$ cat src/rtl/pipe_ctrl.sv
// Stall/flush sequencer for the 5-register pipeline: merges stage stall requests
// with MEM-stage exceptions and delays the exception redirect until the buses drain.
module pipe_ctrl #(
    parameter int DRAIN_TO = 255,
    parameter int CNT_W    = 32
) (
    input  logic             clk,
    input  logic             rst,
    input  logic             if_sreq,
    input  logic             id_sreq,
    input  logic             ex_sreq,
    input  logic             mem_sreq,
    input  logic             excp_req,
    input  logic [31:0]      excp_tgt,
    input  logic             ibus_busy,
    input  logic             dbus_busy,
    input  logic             cnt_clr,
    output logic [4:0]       stall,
    output logic [4:0]       flush,
    output logic             redirect,
    output logic [31:0]      flush_pc,
    output logic             bus_abort,
    output logic [CNT_W-1:0] stall_cnt,
    output logic [1:0]       state_dbg
);

    typedef enum logic [1:0] {
        RUN   = 2'd0,
        DRAIN = 2'd1,
        REDIR = 2'd2
    } state_t;

    localparam int DW = (DRAIN_TO > 1) ? $clog2(DRAIN_TO) : 1;
    localparam logic [DW-1:0] DRAIN_LAST = DW'(DRAIN_TO - 1);

    state_t         state_q;
    state_t         state_d;
    logic [DW-1:0]  drain_q;
    logic [DW-1:0]  drain_d;
    logic [31:0]    tgt_q;
    logic [31:0]    tgt_d;
    logic           busy;

    assign busy      = ibus_busy | dbus_busy;
    assign state_dbg = state_q;

    always_comb begin
        state_d   = state_q;
        drain_d   = drain_q;
        tgt_d     = tgt_q;
        stall     = 5'b00000;
        flush     = 5'b00000;
        redirect  = 1'b0;
        flush_pc  = tgt_q;
        bus_abort = 1'b0;

        case (state_q)
            RUN: begin
                if (excp_req) begin
                    if (!busy) begin
                        flush    = 5'b11111;
                        redirect = 1'b1;
                        flush_pc = excp_tgt;
                    end else begin
                        // Freeze everything and remember where to go once the buses are quiet
                        stall   = 5'b11111;
                        tgt_d   = excp_tgt;
                        drain_d = '0;
                        state_d = DRAIN;
                    end
                end else if (mem_sreq) begin
                    stall = 5'b01111;
                    flush = 5'b10000;
                end else if (ex_sreq) begin
                    stall = 5'b00111;
                    flush = 5'b01000;
                end else if (id_sreq) begin
                    stall = 5'b00011;
                    flush = 5'b00100;
                end else if (if_sreq) begin
                    stall = 5'b00001;
                    flush = 5'b00010;
                end
            end
            DRAIN: begin
                stall = 5'b11111;
                if (!busy) begin
                    state_d = REDIR;
                end else if (drain_q == DRAIN_LAST) begin
                    bus_abort = 1'b1;
                    state_d   = REDIR;
                end else begin
                    drain_d = drain_q + DW'(1);
                end
            end
            REDIR: begin
                flush    = 5'b11111;
                redirect = 1'b1;
                state_d  = RUN;
            end
            default: begin
                state_d = RUN;
            end
        endcase

        // Outputs go quiet the instant reset asserts, not at the next edge
        if (rst) begin
            stall     = 5'b00000;
            flush     = 5'b00000;
            redirect  = 1'b0;
            flush_pc  = 32'h0;
            bus_abort = 1'b0;
        end
    end

    always_ff @(posedge clk or posedge rst) begin
        if (rst) begin
            state_q   <= RUN;
            drain_q   <= '0;
            tgt_q     <= 32'h0;
            stall_cnt <= '0;
        end else begin
            state_q <= state_d;
            drain_q <= drain_d;
            tgt_q   <= tgt_d;
            if (cnt_clr) begin
                stall_cnt <= '0;
            end else if (stall[0] && (stall_cnt != '1)) begin
                stall_cnt <= stall_cnt + CNT_W'(1);
            end
        end
    end

endmodule
$ cat config.mk
export PLATFORM = sky130hd
export DESIGN_NAME = pipe_ctrl
export DESIGN_NICKNAME = d
export VERILOG_FILES = /design/src/rtl/pipe_ctrl.sv
export SDC_FILE = /design/constraint.sdc
export NUM_CORES = 1
export LEC_CHECK = 0
export BUFFER_PORTS_ARGS = -buffer_cell sky130_fd_sc_hd__buf_2
export CORE_ASPECT_RATIO = 1.5
export CORE_MARGIN = 2
export CORE_UTILIZATION = 52
export DETAILED_ROUTE_END_ITERATION = 7
export HOLD_SLACK_MARGIN = 0.08
export PLACE_DENSITY = 0.8
export SYNTH_ARGS = -nofsm -noshare
export SYNTH_HDL_FRONTEND = slang
export SYNTH_SLANG_ARGS = --single-unit
$ cat constraint.sdc
create_clock -name clk -period 2.9 [get_ports clk]
set_input_delay 0.29 -clock clk [delete_from_list [all_inputs] [get_ports clk]]
set_output_delay 0.29 -clock clk [all_outputs]
set_load 0.1 [all_outputs]
==> results.md, run 1 <==
* F_max at 0.390 GHz
* Tmin final at 2.56 ns
* Iteration-0 DRC Markers at 223
* Final instance area at approximately 5500 um2
* Share of layout cells above drive strength 1 at 29.9%
* Crit-path leading delay family: buffers and inverters
* Critical path class: reg2out
* Synth Register Bits at 74
* Pint at 2110 uW
* WL final at ~11000 um
* Syn avg cell area at slightly below 8 um2
* CTS tree: built
* Hold endpoint: tgt_q[1]
* Mapped Nets at 573
* Crit-path max FO at 32
* Critical Path End Type: output port
* Worst Tran Pin Value at about 0.90 ns
* Post-route DRC at 0
* Num CTS Buffers at 9
* Routed len/inst at 15.2 um
* Post-layout nets at 684
* P_leak at 0.00259 uW
* First-pass GRT wire length at 18900 um
* Area used by multi-input combinational logic at roughly 2500 um2
* Worst path max stage delay at 0.48 ns
* Initial antenna violation count at 0
* Met2 track demand over resource at 48.0%
* Slowest CP cell: dfrtp_2
* Post-CTS sizing at 0
* # fillers at 623
* Proportion of power drawn by combinational gates at 34.2%
* Worst r2r src: state_dbg[1]
* Clock power frac at a little under a third
* Post-CTS setup repair buffer count at 0
* Internal reg-to-reg setup slack at 0.65 ns
* Setup TNS at 0 ns
* Post-synth EDFFs at 0
* Final hold slack at 0.158 ns
* Fin. max-slew vios at 0
* H-tree depth at 3
* Net Sw Power at 1460 uW
* Hold Fails Final Rpt at 0
* Rows at 39
* Overflow after GRT at 0
* WP data required at around 2.6 ns
* CP Launch Type: register
* Final GP Congestion at slightly below 1
* Placed cell area at a little over 5000 um2
* Number of max-cap violations at 0
* VDD IR max at 447 uV
* Unique masters post-synth at 48
* Crit path cell chain: nor2_1, nand2_1, nor2_2, buf_4, nand2_1, a21oi_4, buf_2
* Hold WC Path Type: in2reg
* Worst-Skew Late Latency at 0.34 ns
* CTS clk-pin slew, worst paths at 0.05 ns
* Final setup fails at 0
* Cell at the root of the clock tree: clkbuf_16
* Worst Setup SP: state_dbg[0]
* Gate Count Post-Synth at 528
* Total Routing Usage GR at 26.9%
* Fraction of registers with async set/reset at 100%
* Core area at 7660 um2
* R2R Path End: stall_cnt[23]
* Max transition margin at between 30% and 40%
* CP dominant cell by count: nand2_1
* GRT Max-Usage Layer: met2
* I/O Buffers at approximately 120
* Vias in the first global route at 4124
* Seq/Total Area, Yosys at 44.7%
* Post-Syn Area at 4140 um2
* Hold Startpoint: excp_tgt[1]
* Met3 usage at 5.26%
* Routing usage on met1 at 31.0%
* Status: complete, no violations
* R2R cell count at 6
* FF/Latch Area at 1850 um2
* Total Die Area at between 8000 and 9000 um2
* 1st-pass router iterations at 5
* Reg power frac at approximately a third
* Synth Flop Type: dfrtp_1
* Die height at 113 um
* Switching part of the total at 40.9%
* Yosys warnings at 0
* Die Wd at 76.9 um
* CTS max path bufs at 2
* Vias at 4261
* Crit path buffers/inverters at 2
* Remaining antenna violation count after routing at 0
* Fin crit share at 88.4%
* Post-Route Skew at roughly 0.0036 ns
* ANT cells at 0
* Total clock sinks at 74
* RSZ-0062 raised after global routing: no
* IO Count at 120
* Area delta synth->final at 32.0%
* Starting Density at a little over half
* Hold path cells at 3
* PwrDens at 654 nW/um2
* Largest net degree at the start of global routing at 38
* HPWL Detailed at between 8000 and 9000 um
* Vias per cell at ~5.7
* Crit path DAT at 2.27 ns
==> stage by stage <==
step                utilization, %  setup WS (ns)  instances  power (uW)
CTS                           71.4          0.335        745        3590
floorplan                        -         -0.278        528        2290
detailed placement            67.5          0.662        729        2500
global placement              67.5          0.680        729        2470
finish                        71.4          0.335        745        3570
global route                  71.4          0.238        745        3720
==> cells by family (layout without fill, tap and decap cells) <==
logic type	Yosys count	count (layout)	synth area share, %
and+or+nand+nor	305	305	33.6
buffers and inverters	37	152	3.93
DFF	74	74	44.7
muxes	7	7	1.81
adders and majority gates	3	3	0.906
xor gates and xnor gates	6	6	1.27
AOI/OAI and AO/OA	96	96	13.8
==> worst max path at each step <==
stage                    to  slack, ns  depth (start not counted)
4_1_cts        flush_pc[27]       0.34                          7
6_report       flush_pc[27]       0.34                          7
3_3_place_gp   flush_pc[26]       0.68                          7
5_1_grt        flush_pc[27]       0.24                          7
3_5_place_dp   flush_pc[26]       0.66                          7
2_1_floorplan  state_dbg[0]      -0.28                          3
==> final cells by class <==
type | count | area share, %
Timing Repair Buffer | 128 | 12.2
Inverter | 9 | 0.618
Clock inverter | 3 | 0.732
Clock buffer | 12 | 4.51
Tap cell | 102 | 2.33
Sequential cell | 74 | 33.9
Multi-Input combinational cell | 417 | 45.7
==> synthesized netlist by cell type, types with 2 or more instances <==
library cell / number / share of area [%]
nand2_1: 189 / 17
dfrtp_1: 74 / 45
a21oi_1: 61 / 7.4
nor2_1: 26 / 2.4
clkbuf_1: 22 / 2.0
nand4_1: 16 / 2.4
nand3_1: 12 / 1.4
o21ai_0: 12 / 1.4
or4_1: 12 / 2.2
or3_1: 11 / 1.7
o31ai_1: 10 / 1.8
and3_1: 8 / 1.2
inv_1: 8 / 0.72
nor3_1: 6 / 0.72
nor2b_1: 5 / 0.76
nor4_1: 5 / 0.76
xor2_1: 5 / 1.1
and4_1: 4 / 0.85
ha_1: 3 / 0.91
mux2_1: 3 / 0.82
mux2i_1: 3 / 0.72
nand2b_1: 3 / 0.45
buf_4: 2 / 0.36
buf_6: 2 / 0.54
o211ai_1: 2 / 0.36
or2_2: 2 / 0.30
==> flip-flops by register name, indices dropped and copies added (netlist names) <==
register   cells
stall_cnt     32
tgt_q         32
drain_q        8
state_dbg      2
==> per-layer routing <==
metal	wire [um]	up-vias
li1	-	2040
met1	4440	2019
met2	5810	180
met3	794	22
met4	269	0
met5	0	-
==> placed cells by master, fill, tap and decap left out, types with 10 or more instances in the layout <==
cell type	count
a21oi_4	30
or3_1	11
buf_2	118
or4_1	12
o31ai_1	10
nor2_1	23
o21ai_0	12
nand3_1	12
dfrtp_1	73
nand2_1	189
nand4_1	16
a21oi_1	28
==> tightest hold or removal path, cell delays in order <==
cell	delay, ns
buf_2	0.08
nand2_1	0.04
nand2_1	0.04
==> power by group through the flow <==
stage | clock [uW] | combinational, uW | sequential (uW)
after floorplan | 0 | 1010 | 1290
after global placement | 0 | 1210 | 1260
after CTS | 1100 | 1230 | 1260
after global routing | 1150 | 1300 | 1270
after detailed placement | 0 | 1230 | 1270
final | 1090 | 1220 | 1260
==> timing repair <==
action                                  in CTS  in global routing
hold buffers                                 1                  0
endpoints found under the setup margin       0                  0
hold endpoints to repair                    10                  0
Note: power is estimated with default switching activity, not from simulation.
==> inputs of run 2 (changes only) <==
- CORE_UTILIZATION: 52 -> 56
- PLACE_DENSITY: 0.8 -> 0.85
- clock period: 2.9 -> 3.25 ns (I/O delays scaled with it)
==> run 2 against run 1 <==
Final area decreased by 7.2%. Wire length shrank 3.3%. Cell count fell by 0.67%. Clock skew rose by 0.0039 ns. Register-to-register slack gained 0.27 ns. Combinational power fell by 17%. Clock-buffer cell count stayed put. Via count decreased by 0.84%. First-iteration DRC count increased by 38%. Total power is 24% lower.
==> results.md, run 2 (synthesized netlist as in run 1, its figures left out) <==
* Status: complete, no violations (unchanged)
* Reg power frac at 41.3% (was 35.2%)
* CP dominant cell by count: nand2_1 (unchanged)
* CP Launch Type: register (unchanged)
* Iteration-0 DRC Markers at 308 (was 223)
* Initial antenna violation count at 0 (unchanged)
* Num CTS Buffers at 9 (unchanged)
* IO Count at 120 (unchanged)
* Fin. max-slew vios at 0 (unchanged)
* P_leak at 0.00249 uW (was 0.00259 uW)
* Hold WC Path Type: in2reg (unchanged)
* Proportion of power drawn by combinational gates at 37.3% (was 34.2%)
* Pint at 1500 uW (was 2110 uW)
* WL final at 10900 um (was 11300 um)
* WP data required at 2.92 ns (was 2.61 ns)
* VDD IR max at 434 uV (was 447 uV)
* Total clock sinks at 74 (unchanged)
* CTS tree: built (unchanged)
* Clock power frac at 21.4% (was 30.6%)
* Largest registers: stall_cnt (32), tgt_q (32), drain_q (8) (unchanged)
* Rows at 38 (was 39)
* Crit-path max FO at 32 (unchanged)
* Leading cell types in the layout, fill and taps excluded: nand2_1, buf_2, dfrtp_1 (unchanged)
* Cell at the root of the clock tree: clkbuf_8 (was clkbuf_16)
* Placed cell count at 727 (was 729)
* Final instance area at 5070 um2 (was 5470 um2)
* Final core occ at 70.2% (was 71.4%)
* Tmin final at between 2 and 3 ns
* Post-CTS Hold Fix Bufs at 0 (was 1)
* Post-CTS sizing at 0 (unchanged)
* 1st-pass router iterations at 5 (unchanged)
* Critical path class: reg2out (unchanged)
* Final non-filler cell total at 740 (was 745)
* RSZ-0062 raised after global routing: no (unchanged)
* Vias at 4225 (was 4261)
* Post-layout nets at 683 (was 684)
* Core area at 7230 um2 (was 7660 um2)
* Crit path DAT at 2.34 ns (was 2.27 ns)
* Final setup fails at 0 (unchanged)
* Vias in the first global route at 3969 (was 4124)
* First-pass GRT wire length at 17800 um (was 18900 um)
* Number of max-cap violations at 0 (unchanged)
* Vias per cell at 5.71 (was 5.72)
* Post-route DRC at 0 (unchanged)
* PwrDens at 535 nW/um2 (was 654 nW/um2)
* Remaining antenna violation count after routing at 0 (unchanged)
* Fin crit share at 81.9%
* Switching part of the total at 44.7% (was 40.9%)
* Final GP Congestion at 0.912 (was 0.981)
* HPWL Detailed at 7800 um (was 8070 um)
* Hold Fails Final Rpt at 0 (unchanged)
* Worst Tran Pin Value at 0.841 ns (was 0.902 ns)
* Overflow after GRT at 0 (unchanged)
* F_max at 0.375 GHz
* Pre-CTS WS at 0.980 ns (was 0.662 ns)
* CTS clk-pin slew, worst paths at 0.07 ns (was 0.05 ns)
* Final hold slack at 0.179 ns (was 0.158 ns)
* Post-Route Skew at 0.00754 ns (was 0.00359 ns)
* Placed cell area at 4930 um2 (was 5170 um2)
* CTS max path bufs at 2 (unchanged)
* ANT cells at 0 (unchanged)
* Max transition margin at 43.8% (was 39.9%)
* Largest net degree at the start of global routing at 42 (was 38)
* Die Wd at 74.2 um (was 76.9 um)
* H-tree depth at 3 (unchanged)
* Die height at 109 um (was 113 um)
* Starting Density at 57.3% (was 54.1%)
* Share of layout cells above drive strength 1 at 29.1% (was 29.9%)
* Commonest non-fill, non-tap cell in the layout: nand2_1 (unchanged)
* Final setup margin at 0.587 ns (was 0.335 ns)
* Post-CTS setup repair buffer count at 0 (unchanged)
* Slowest CP cell: dfrtp_1 (was dfrtp_2)
* Total Routing Usage GR at 28.1% (was 26.9%)
* Critical Path End Type: output port (unchanged)
* Area delta synth->final at 22.5% (was 32.0%)
* Total Die Area at 8120 um2 (was 8710 um2)
* Crit path cell chain: nor2_1, and2_1, nand2_1, buf_4, nand2_1, a21oi_2, buf_2 (was nor2_1, nand2_1, nor2_2, buf_4, nand2_1, a21oi_4, buf_2)
* Net Sw Power at 1210 uW (was 1460 uW)
* Worst path max stage delay at 0.55 ns (was 0.48 ns)
* I/O Buffers at 119 (unchanged)
* Worst-Skew Late Latency at 0.35 ns (was 0.34 ns)
* Routed len/inst at 14.8 um (was 15.2 um)
run 2: cell count changes in the layout (fill, tap and decap cells not counted), sizes merged:
cell,before,now
bufinv,1,0
clkinv,2,1
dlygate4sd3,1,0
run 2: power groups by stage:
stage | registers, uW | logic, uW | clock network (uW)
after floorplan | 1150 | 817 | 0
final | 1120 | 1010 | 581
after CTS | 1120 | 1020 | 593
after global routing | 1130 | 1080 | 642
after global placement | 1130 | 995 | 0
after detailed placement | 1140 | 1010 | 0
run 2: worst paths after layout:
path | from | end | slack, ns | cells past startpoint
max | state_dbg[0] | flush_pc[15] | 0.59 | 7
min | excp_tgt[11] | tgt_q[11] | 0.18 | 3
max reg2reg | stall_cnt[0] | stall_cnt[20] | 0.92 | 6
min reg2reg | tgt_q[4] | tgt_q[4] | 0.48 | 2
max in group asynchronous | rst | stall_cnt[23] | 1.84 | 4
min in group asynchronous | rst | tgt_q[15] | 0.65 | 3
run 2: layout make-up:
cell class | count | area (um2)
clock inverters | 1 | 5.00
fillers | 607 | 2150
well taps | 100 | 125
clock buffers | 12 | 135
repair buffers | 127 | 656
multi-input cells | 417 | 2270
inverters | 9 | 33.8
flip-flops and latches | 74 | 1850
run 2: per-layer routing:
metal	global-route usage (%)	up-vias	share of wire, %
met5	0	-	0
met4	8.67	0	0.61
met3	9.62	7	9.0
met2	46.9	192	52
met1	34.1	2002	39
li1	-	2024	-
run 2: through the flow:
stage / TNS (ns) / total power (uW)
2_1_floorplan: -0.0928 / 1970
3_3_place_gp: 0 / 2120
3_5_place_dp: 0 / 2150
4_1_cts: 0 / 2730
5_1_grt: 0 / 2860
6_report: 0 / 2720
run 2: critical path: cells and delay by family, from the launching register on:
kind / cells / cell delay, ns
AO/OA/AOI/OAI: 1 / 0.16
buffers and inverters: 2 / 0.76
flip-flops: 1 / 0.55
AND/OR/NAND/NOR: 4 / 0.51
